<file path="src/rtl/isa_camac_cycle_controller.sv">
// ISA-to-CAMAC cycle controller. Each ISA I/O read or write that decodes into
// the board window becomes one CAMAC backplane transfer, with the ISA bus held
// in wait states until the strobe has finished.
//
// Handshake: a transfer is requested by a falling edge of the registered
// isa_ior/isa_iow while IDLE. isa_chrdy stays low from DECODE through the last
// STROBE cycle. The host may drop its command at any time. The transfer always
// finishes once started. If the command was dropped before HOLD, the transfer
// returns straight to IDLE. Otherwise it waits in HOLD until both commands are
// seen high.
module isa_camac_cycle_controller #(
  parameter logic [9:0] BASE_ADDR      = 10'h100,
  parameter int         SPAN_BITS      = 6,
  parameter int         STROBE_CYCLES  = 4,
  parameter int         TIMEOUT_CYCLES = 32
) (
  input  logic                 isa_clk,
  input  logic                 isa_reset,
  input  logic [9:0]           isa_addr,
  input  logic                 isa_ale,
  input  logic                 isa_aen,
  input  logic                 isa_ior,
  input  logic                 isa_iow,
  input  logic                 cb_prr,
  input  logic                 cb_cx1,
  input  logic                 err_clr,
  output logic                 isa_chrdy,
  output logic                 isa_data_oe,
  output logic [SPAN_BITS-1:0] cb_addr,
  output logic                 cb_rd,
  output logic                 cb_wr,
  output logic                 cb_strobe,
  output logic                 cb_data_oe,
  output logic                 data_latch,
  output logic                 x_resp,
  output logic                 err_timeout,
  output logic                 busy
);

  // One counter serves both the prr timeout and the strobe width.
  localparam int CNT_MAX = (TIMEOUT_CYCLES > STROBE_CYCLES) ? TIMEOUT_CYCLES : STROBE_CYCLES;
  localparam int CW      = $clog2(CNT_MAX + 1);
  localparam logic [CW-1:0] STROBE_LAST  = CW'(STROBE_CYCLES - 1);
  localparam logic [CW-1:0] TIMEOUT_LAST = CW'(TIMEOUT_CYCLES - 1);

  typedef enum logic [2:0] {
    S_IDLE     = 3'd0,
    S_DECODE   = 3'd1,
    S_WAIT_RDY = 3'd2,
    S_STROBE   = 3'd3,
    S_HOLD     = 3'd4
  } state_t;

  state_t        state;
  state_t        state_next;
  logic [9:0]    addr_q;
  logic          ior_q;
  logic          ior_qq;
  logic          iow_q;
  logic          iow_qq;
  logic          is_read;
  logic          released;
  logic [CW-1:0] cnt;
  logic          ior_fall;
  logic          iow_fall;
  logic          addr_hit;
  logic          cmd_idle;
  logic          start;
  logic          timeout_hit;

  assign ior_fall = !ior_q && ior_qq;
  assign iow_fall = !iow_q && iow_qq;
  assign addr_hit = (addr_q[9:SPAN_BITS] == BASE_ADDR[9:SPAN_BITS]);
  assign cmd_idle = ior_q && iow_q;
  // A start needs exactly one command asserted; a simultaneous ior+iow is ignored.
  assign start    = (state == S_IDLE) && !isa_aen && addr_hit &&
                    ((ior_fall && iow_q) || (iow_fall && ior_q));

  // Latch the ISA address on ALE and keep two samples of each command strobe.
  always_ff @(posedge isa_clk) begin
    if (isa_reset) begin
      addr_q <= '0;
      ior_q  <= 1'b1;
      ior_qq <= 1'b1;
      iow_q  <= 1'b1;
      iow_qq <= 1'b1;
    end else begin
      if (isa_ale) addr_q <= isa_addr;
      ior_q  <= isa_ior;
      ior_qq <= ior_q;
      iow_q  <= isa_iow;
      iow_qq <= iow_q;
    end
  end

  // State register plus the per-transfer context and sticky status.
  always_ff @(posedge isa_clk) begin
    if (isa_reset) begin
      state       <= S_IDLE;
      is_read     <= 1'b0;
      released    <= 1'b0;
      cnt         <= '0;
      cb_addr     <= '0;
      x_resp      <= 1'b0;
      err_timeout <= 1'b0;
    end else begin
      state <= state_next;
      if (start) begin
        is_read  <= !ior_q;
        released <= 1'b0;
        cb_addr  <= addr_q[SPAN_BITS-1:0];
      end else if ((state == S_DECODE || state == S_WAIT_RDY || state == S_STROBE) && cmd_idle) begin
        released <= 1'b1;
      end
      case (state)
        S_WAIT_RDY: cnt <= cb_prr ? '0 : cnt + 1'b1;
        S_STROBE:   cnt <= cnt + 1'b1;
        default:    cnt <= '0;
      endcase
      // X accumulates over the strobe; the first strobe cycle discards the old value.
      if (state == S_STROBE) begin
        x_resp <= (cnt == '0) ? !cb_cx1 : (x_resp || !cb_cx1);
      end
      // A timeout on the same edge as err_clr keeps the flag set.
      if (timeout_hit)  err_timeout <= 1'b1;
      else if (err_clr) err_timeout <= 1'b0;
    end
  end

  // Next-state decode and Moore outputs for the ISA and CAMAC sides.
  always_comb begin
    state_next  = state;
    timeout_hit = 1'b0;
    isa_chrdy   = 1'b1;
    isa_data_oe = 1'b0;
    cb_rd       = 1'b0;
    cb_wr       = 1'b0;
    cb_strobe   = 1'b0;
    cb_data_oe  = 1'b0;
    data_latch  = 1'b0;
    busy        = (state != S_IDLE);
    case (state)
      S_IDLE: begin
        if (start) state_next = S_DECODE;
      end
      S_DECODE: begin
        isa_chrdy  = 1'b0;
        cb_rd      = is_read;
        cb_wr      = !is_read;
        cb_data_oe = !is_read;
        state_next = S_WAIT_RDY;
      end
      S_WAIT_RDY: begin
        isa_chrdy  = 1'b0;
        cb_rd      = is_read;
        cb_wr      = !is_read;
        cb_data_oe = !is_read;
        if (cb_prr) begin
          state_next = S_STROBE;
        end else if (cnt == TIMEOUT_LAST) begin
          state_next  = S_HOLD;
          timeout_hit = 1'b1;
        end
      end
      S_STROBE: begin
        isa_chrdy  = 1'b0;
        cb_rd      = is_read;
        cb_wr      = !is_read;
        cb_data_oe = !is_read;
        cb_strobe  = 1'b1;
        data_latch = is_read && (cnt == STROBE_LAST);
        if (cnt == STROBE_LAST) begin
          state_next = (released || cmd_idle) ? S_IDLE : S_HOLD;
        end
      end
      S_HOLD: begin
        isa_data_oe = is_read;
        if (cmd_idle) state_next = S_IDLE;
      end
      default: begin
        state_next = S_IDLE;
      end
    endcase
  end

endmodule

</file>
<file path="config.mk">
export PLATFORM = sky130hd
export DESIGN_NAME = isa_camac_cycle_controller
export DESIGN_NICKNAME = d
export VERILOG_FILES = /design/src/rtl/isa_camac_cycle_controller.sv
export SDC_FILE = /design/constraint.sdc
export NUM_CORES = 1
export LEC_CHECK = 0
export ABC_AREA = 1
export CAP_MARGIN = 20
export CORE_MARGIN = 4
export CORE_UTILIZATION = 35
export DETAILED_ROUTE_END_ITERATION = 7
export PLACE_DENSITY_LB_ADDON = 0.2
export SKIP_LAST_GASP = 1
export SYNTH_ARGS = -nofsm -noshare
export SYNTH_HDL_FRONTEND = slang
export SYNTH_SLANG_ARGS = --single-unit
</file>
<file path="constraint.sdc">
create_clock -name isa_clk -period 1.2 [get_ports isa_clk]
set_input_delay 0.12 -clock isa_clk [delete_from_list [all_inputs] [get_ports isa_clk]]
set_output_delay 0.12 -clock isa_clk [all_outputs]
set_load 0.01 [all_outputs]
</file>
# Word level (Yosys, flattened, before mapping)
# Cells that the tools add are included.
# word_totals
out_inout_bits,16
in_bits,19
ff_bits,33
elab_cells,72
# classes
reduce_logical,27
n_eq_ne,11
add_sub_neg,1
muxes,21
# ops
op,count
3-bit 2-to-1 mux,6
3-bit one-hot mux with 5 select lines,1
1-bit 2-to-1 mux,12
6-bit one-hot mux with 2 select lines,1
1-bit logical AND,10
6-bit by 1-bit adder with 6-bit output (second input constant),1
3-bit by 2-bit == test with 1-bit output (second input constant),2
6-bit by 2-bit == test with 1-bit output (second input constant),1
6-bit by 5-bit == test with 1-bit output (second input constant),1
6-bit logical NOT,1
6-bit 2-to-1 mux,1
1-bit logical NOT,5
1-bit logical OR,5
4-bit by 3-bit == test with 1-bit output (second input constant),1
2-bit != test (second input constant),2
4-bit AND reduction,1
3-bit by 1-bit == test with 1-bit output (second input constant),1
3-bit == test (second input constant),1
3-bit logical NOT,1
3-bit by 2-bit != test with 1-bit output (second input constant),1
3-bit nonzero test,1
3-bit OR reduction,1
2-bit by 1-bit != test with 1-bit output (second input constant),1
2-bit nonzero test,1
2-bit OR reduction,1

# Depth between registers and ports, before layout
# Gate-level depths: netlist (run 1).
# logic_depth
depth_word,7
mapped_depth,9
depth_no_buf,8

# Worst setup path after synthesis (run 1)
# OpenSTA, ideal clock, no wires.
# synth_timing
path_kind,register to register
start,register cnt[0]
end,register state[2]
path_slack_ns,-0.087
arrival_ns,1.172
synth_period_minus_slack_ns,1.287
path_stages_with_launch,9
n_path_buf,0
t_required_ns,1.085
setup_time_ns,0.115
cell_sequence,dfxtp_1 > ha_1 > nand3_1 > nor2_1 > nor2_1 > nor2_2 > nand3_1 > nand2_1 > nor2_1
# synth_via
elab_chain_cells,3
word_cells_on_any_way,5
classes_between,4 x eq/ne; 1 x reduce/logical
# synth_lines
item,line_no,source
from (decl),63,logic [CW-1:0] cnt;
from (signal assigned),116,S_WAIT_RDY: cnt <= cb_prr ? '0 : cnt + 1'b1;
from (signal assigned),117,S_STROBE: cnt <= cnt + 1'b1;
6-bit by 5-bit == test with 1-bit output or 6-bit by 2-bit == test with 1-bit output (tied branches),"160, 172",
3-bit by 2-bit != test with 1-bit output (no line) or 2-bit by 1-bit != test with 1-bit output (tied branches),-,
4-bit AND reduction (no line) (*),-,
to (signal assigned),107,state <= state_next;
to (decl),54,state_t state;
# Mark *: on every way between the ends. The rest lies on a longest branch, timed or not.
# A chain may end at the register's enable or synchronous reset.

# Worst setup path after layout (run 1)
# layout_timing
start,register state[1]
end,register released
# layout_via
elab_chain_cells,5
word_cells_on_any_way,11
classes_between,3 x eq/ne; 8 x reduce/logical
# layout_lines
item,line_no,source
3-bit logical NOT,76,assign start = (state == S_IDLE) && !isa_aen && addr_hit &&
1-bit logical AND (3 in series),76,
2-bit OR reduction (no line),-,
to (signal assigned),101,released <= 1'b0;
to (signal assigned),110,released <= 1'b0;
to (signal assigned),113,released <= 1'b1;
to (decl),62,logic released;
# Parallel ways exist; a longest one is shown, timed or not.

==> results of run 1 <==
==> registers in the layout, indices dropped and copies added (netlist names) <==
register and cells:
err_timeout 1, is_read 1, ior_q 1, cb_addr 6, iow_q 1, x_resp 1
cnt 6, addr_q 10, iow_qq 1, state 3, released 1, ior_qq 1
==> area by class of cell <==
cell class | instances | area share [%]
Multi-Input combinational cell | 127 | 37.18
Timing Repair Buffer | 65 | 23.81
Tap cell | 48 | 2.586
Clock buffer | 5 | 2.963
Inverter | 21 | 4.041
Sequential cell | 33 | 29.20
Clock inverter | 1 | 0.2155
==> cell usage after synthesis, drive strengths merged <==
cell type,number
or2,4
nand4,1
o21bai,1
o21ai,21
nand3,8
nor3b,1
buf,3
ha,2
nand3b,2
nor4,2
xor2,2
a21oi,8
clkinv,1
xnor2,1
nand2,18
inv,20
nor2,54
dfxtp,33
nor3,1
o31ai,1
clkbuf,3
==> logic make-up (layout without fill, tap and decap cells) <==
family	Yosys count	after routing
flip-flops	33	33
buffers and inverters	27	92
XOR/XNOR	3	3
adder cells (fa/ha/maj)	2	2
AO/OA/AOI/OAI	31	31
AND/OR/NAND/NOR	91	91
==> stage by stage <==
stage	power (mW)	instances	util (%)	setup slack [ns]	cell area [um2]
after CTS	3.317	298	57.35	-0.09818	2178
after global placement	2.310	289	52.67	-0.2306	2001
after floorplan	1.833	187	-	0.006491	1440
after detailed placement	2.314	289	52.67	-0.2607	2001
after global routing	3.615	300	61.13	-0.1494	2322
final	3.423	300	61.13	-0.08820	2322
==> cell usage in the layout, fill, tap and decap left out, drive strengths merged <==
cell type       n
a21oi           8
buf            39
clkbuf          5
clkdlybuf4s50  18
clkinv          2
dfxtp          33
dlygate4sd2     8
ha              2
inv            20
nand2          18
nand3           8
nand3b          2
nand4           1
nor2           54
nor3            1
nor3b           1
nor4            2
o21ai          21
o21bai          1
o31ai           1
or2             4
xnor2           1
xor2            2
==> worst min path at each step <==
| stage | cells past startpoint | from | to |
|---|---|---|---|
| 6_report | 2 | isa_ior | ior_q |
| 3_5_place_dp | 2 | addr_q[6] | addr_q[6] |
| 5_1_grt | 2 | isa_ior | ior_q |
| 2_1_floorplan | 1 | isa_reset | err_timeout |
| 4_1_cts | 2 | isa_ior | ior_q |
| 3_3_place_gp | 2 | addr_q[6] | addr_q[6] |
==> where the power goes <==
part	switching (mW)	total, mW	internal [mW]	leakage (nW)
combinational	0.660	1.37	0.706	0.687
clock	0.373	0.753	0.381	0.0399
sequential	0.100	1.30	1.20	0.273
==> routing by layer <==
metal  track usage, %  wire length, um
met3            4.909              191
met5                0                0
met1            16.87             1502
met2            23.88             1699
met4            5.010               47
==> repair_timing <==
action | CTS | global route
pin swaps | 8 | 20
gates cloned | 0 | 0
setup endpoints to repair | 33 | 24
setup buffers | 3 | 2
resized for setup | 72 | 36
==> results.ini, run 1 <==
[worst_setup_path]
regToRegSetupSlack_ns=-0.09
crit_family=buffers and inverters
setup.worst_path.end=released
endpoint_kind=flop
cp_max_fo=4
criticalPathCategory=flop to flop
r2r-start=state[1]
reg2reg_to=released
start_kind=flop
rr_worst_depth=8
cp.required_ns=1.37
critPathMaxStageDelay_ns=0.36
crit_chain=nor2_4, nor2_2, buf_4, buf_4, buf_4, buf_4, nor2_2, nor4_2
cpMaxStageDelayCell=dfxtp_4
cp_data_arrival_time_ns=1.46
crit_path_frequent_cell=buf_4
startpoint=state[1]
path_depth=8
path_buf_inv=4

[clock_network]
cts_max_level=2
cts_tree=built
root_buffer=clkbuf_8
cts_max_path_buffers=2
cts-hold-fix-buffers=0
clk_latency_ns=0.28
numCtsBuffers=5
clkTransAtPathRegs_ns=0.06
clock-sinks=33

[outcome]
status=finished, violations left
failed_checks=negative setup slack

[route]
viasPerCell=4.580
vias=1374
drt_iter0_drc=28
wl_per_cell_um=11.47
drt-total-wl_mm=3.440
drtAntennaViolNets=0
firstDrtPassIters=4
drc=0

[floorplanning]
ios=35
die-width_um=71.67
core_um2=3799
die_height_um=71.67
row_count=22
initial_core_util_pct=37.35
die_area_um2=5137

[global_route]
antenna_found_initial=0
grt_usage_pct=14.25
grt_pass1_vias=1315
grt_pass1_wl_mm=5.706
overflow=0
grt_max_degree=18

[logic_synthesis]
synth_top_area_cell=dfxtp_1
ys_ff_latch=33
avgSynthCellArea_um2=7.587
synth-xor-area-share_pct=1.852
synth_top_family_by_area=simple AND/OR/NAND/NOR gates
syn_area_um2=1419
synthAdderAreaFrac_pct=1.764
ys_seq_area_share_pct=46.56
syn_inst=187
ys_types=33
synth.area.top_cells=dfxtp_1, nor2_1, inv_1
synth.mux.area_fraction_pct=0
syn-num-nets=208
synth_compound_area_share_pct=11.55
synth_top_area_share_pct=46.56
yosys.area_share.simple_pct=29.89
yosys_warnings=0

[finish]
regArea_um2=678.2
drive_gt1_share_pct=43.65
nNetsFinal=274
multi_input_area_um2=863.3
antenna-diode-count=0
area_delta_synth_final_pct=63.67
fillers=355

[sta]
worst_slew_pin_slew_ns=0.3117
clock_skew_ns=0.003672
setup_viol=18
hold_ws_ns=0.3946
slew_viol_final=0
finalSetupTns_ns=-0.5843
finalHoldViolCount=0
worst_slew_margin_rel_pct=79.20
max_freq_mhz=776.3
post-route-min-period_ns=1.288
period_share_pct=107.4
finalWorstSetupSlack_ns=-0.08820
rsz0062_at_grt=yes

[hold_path]
hp-class=primary input to flop

[place]
gp_congestion=0.7704
dp_hpwl_mm=2.378
portBuffers=34

[flow_run]
maxCapViolations=0

[power_and_ir_drop]
power_density_nw_per_um2=1474
peakVddDrop_mv=0.8752
cellLeakagePower_nw=1.000

No activity file was read; power rests on OpenSTA's default activity.
==> inputs of run 2 (changes only) <==
--- a/config.mk
+++ b/config.mk
@@ -6,6 +6,7 @@
 export NUM_CORES = 1
 export LEC_CHECK = 0
 export ABC_AREA = 1
+export ABC_CLOCK_PERIOD_IN_PS = 1200
 export CAP_MARGIN = 20
 export CORE_MARGIN = 4
 export CORE_UTILIZATION = 35
==> results of run 2 <==
Same layout as run 1: the final DEF is identical, and so are final timing and power.
==> inputs of run 3 (changes only) <==
--- a/config.mk
+++ b/config.mk
@@ -7,7 +7,7 @@
 export LEC_CHECK = 0
 export ABC_AREA = 1
 export ABC_CLOCK_PERIOD_IN_PS = 1200
-export CAP_MARGIN = 20
+export CAP_MARGIN = 10
 export CORE_MARGIN = 4
 export CORE_UTILIZATION = 35
 export DETAILED_ROUTE_END_ITERATION = 7
==> results of run 3 <==
Same layout as run 1: the final DEF is identical, and so are final timing and power.
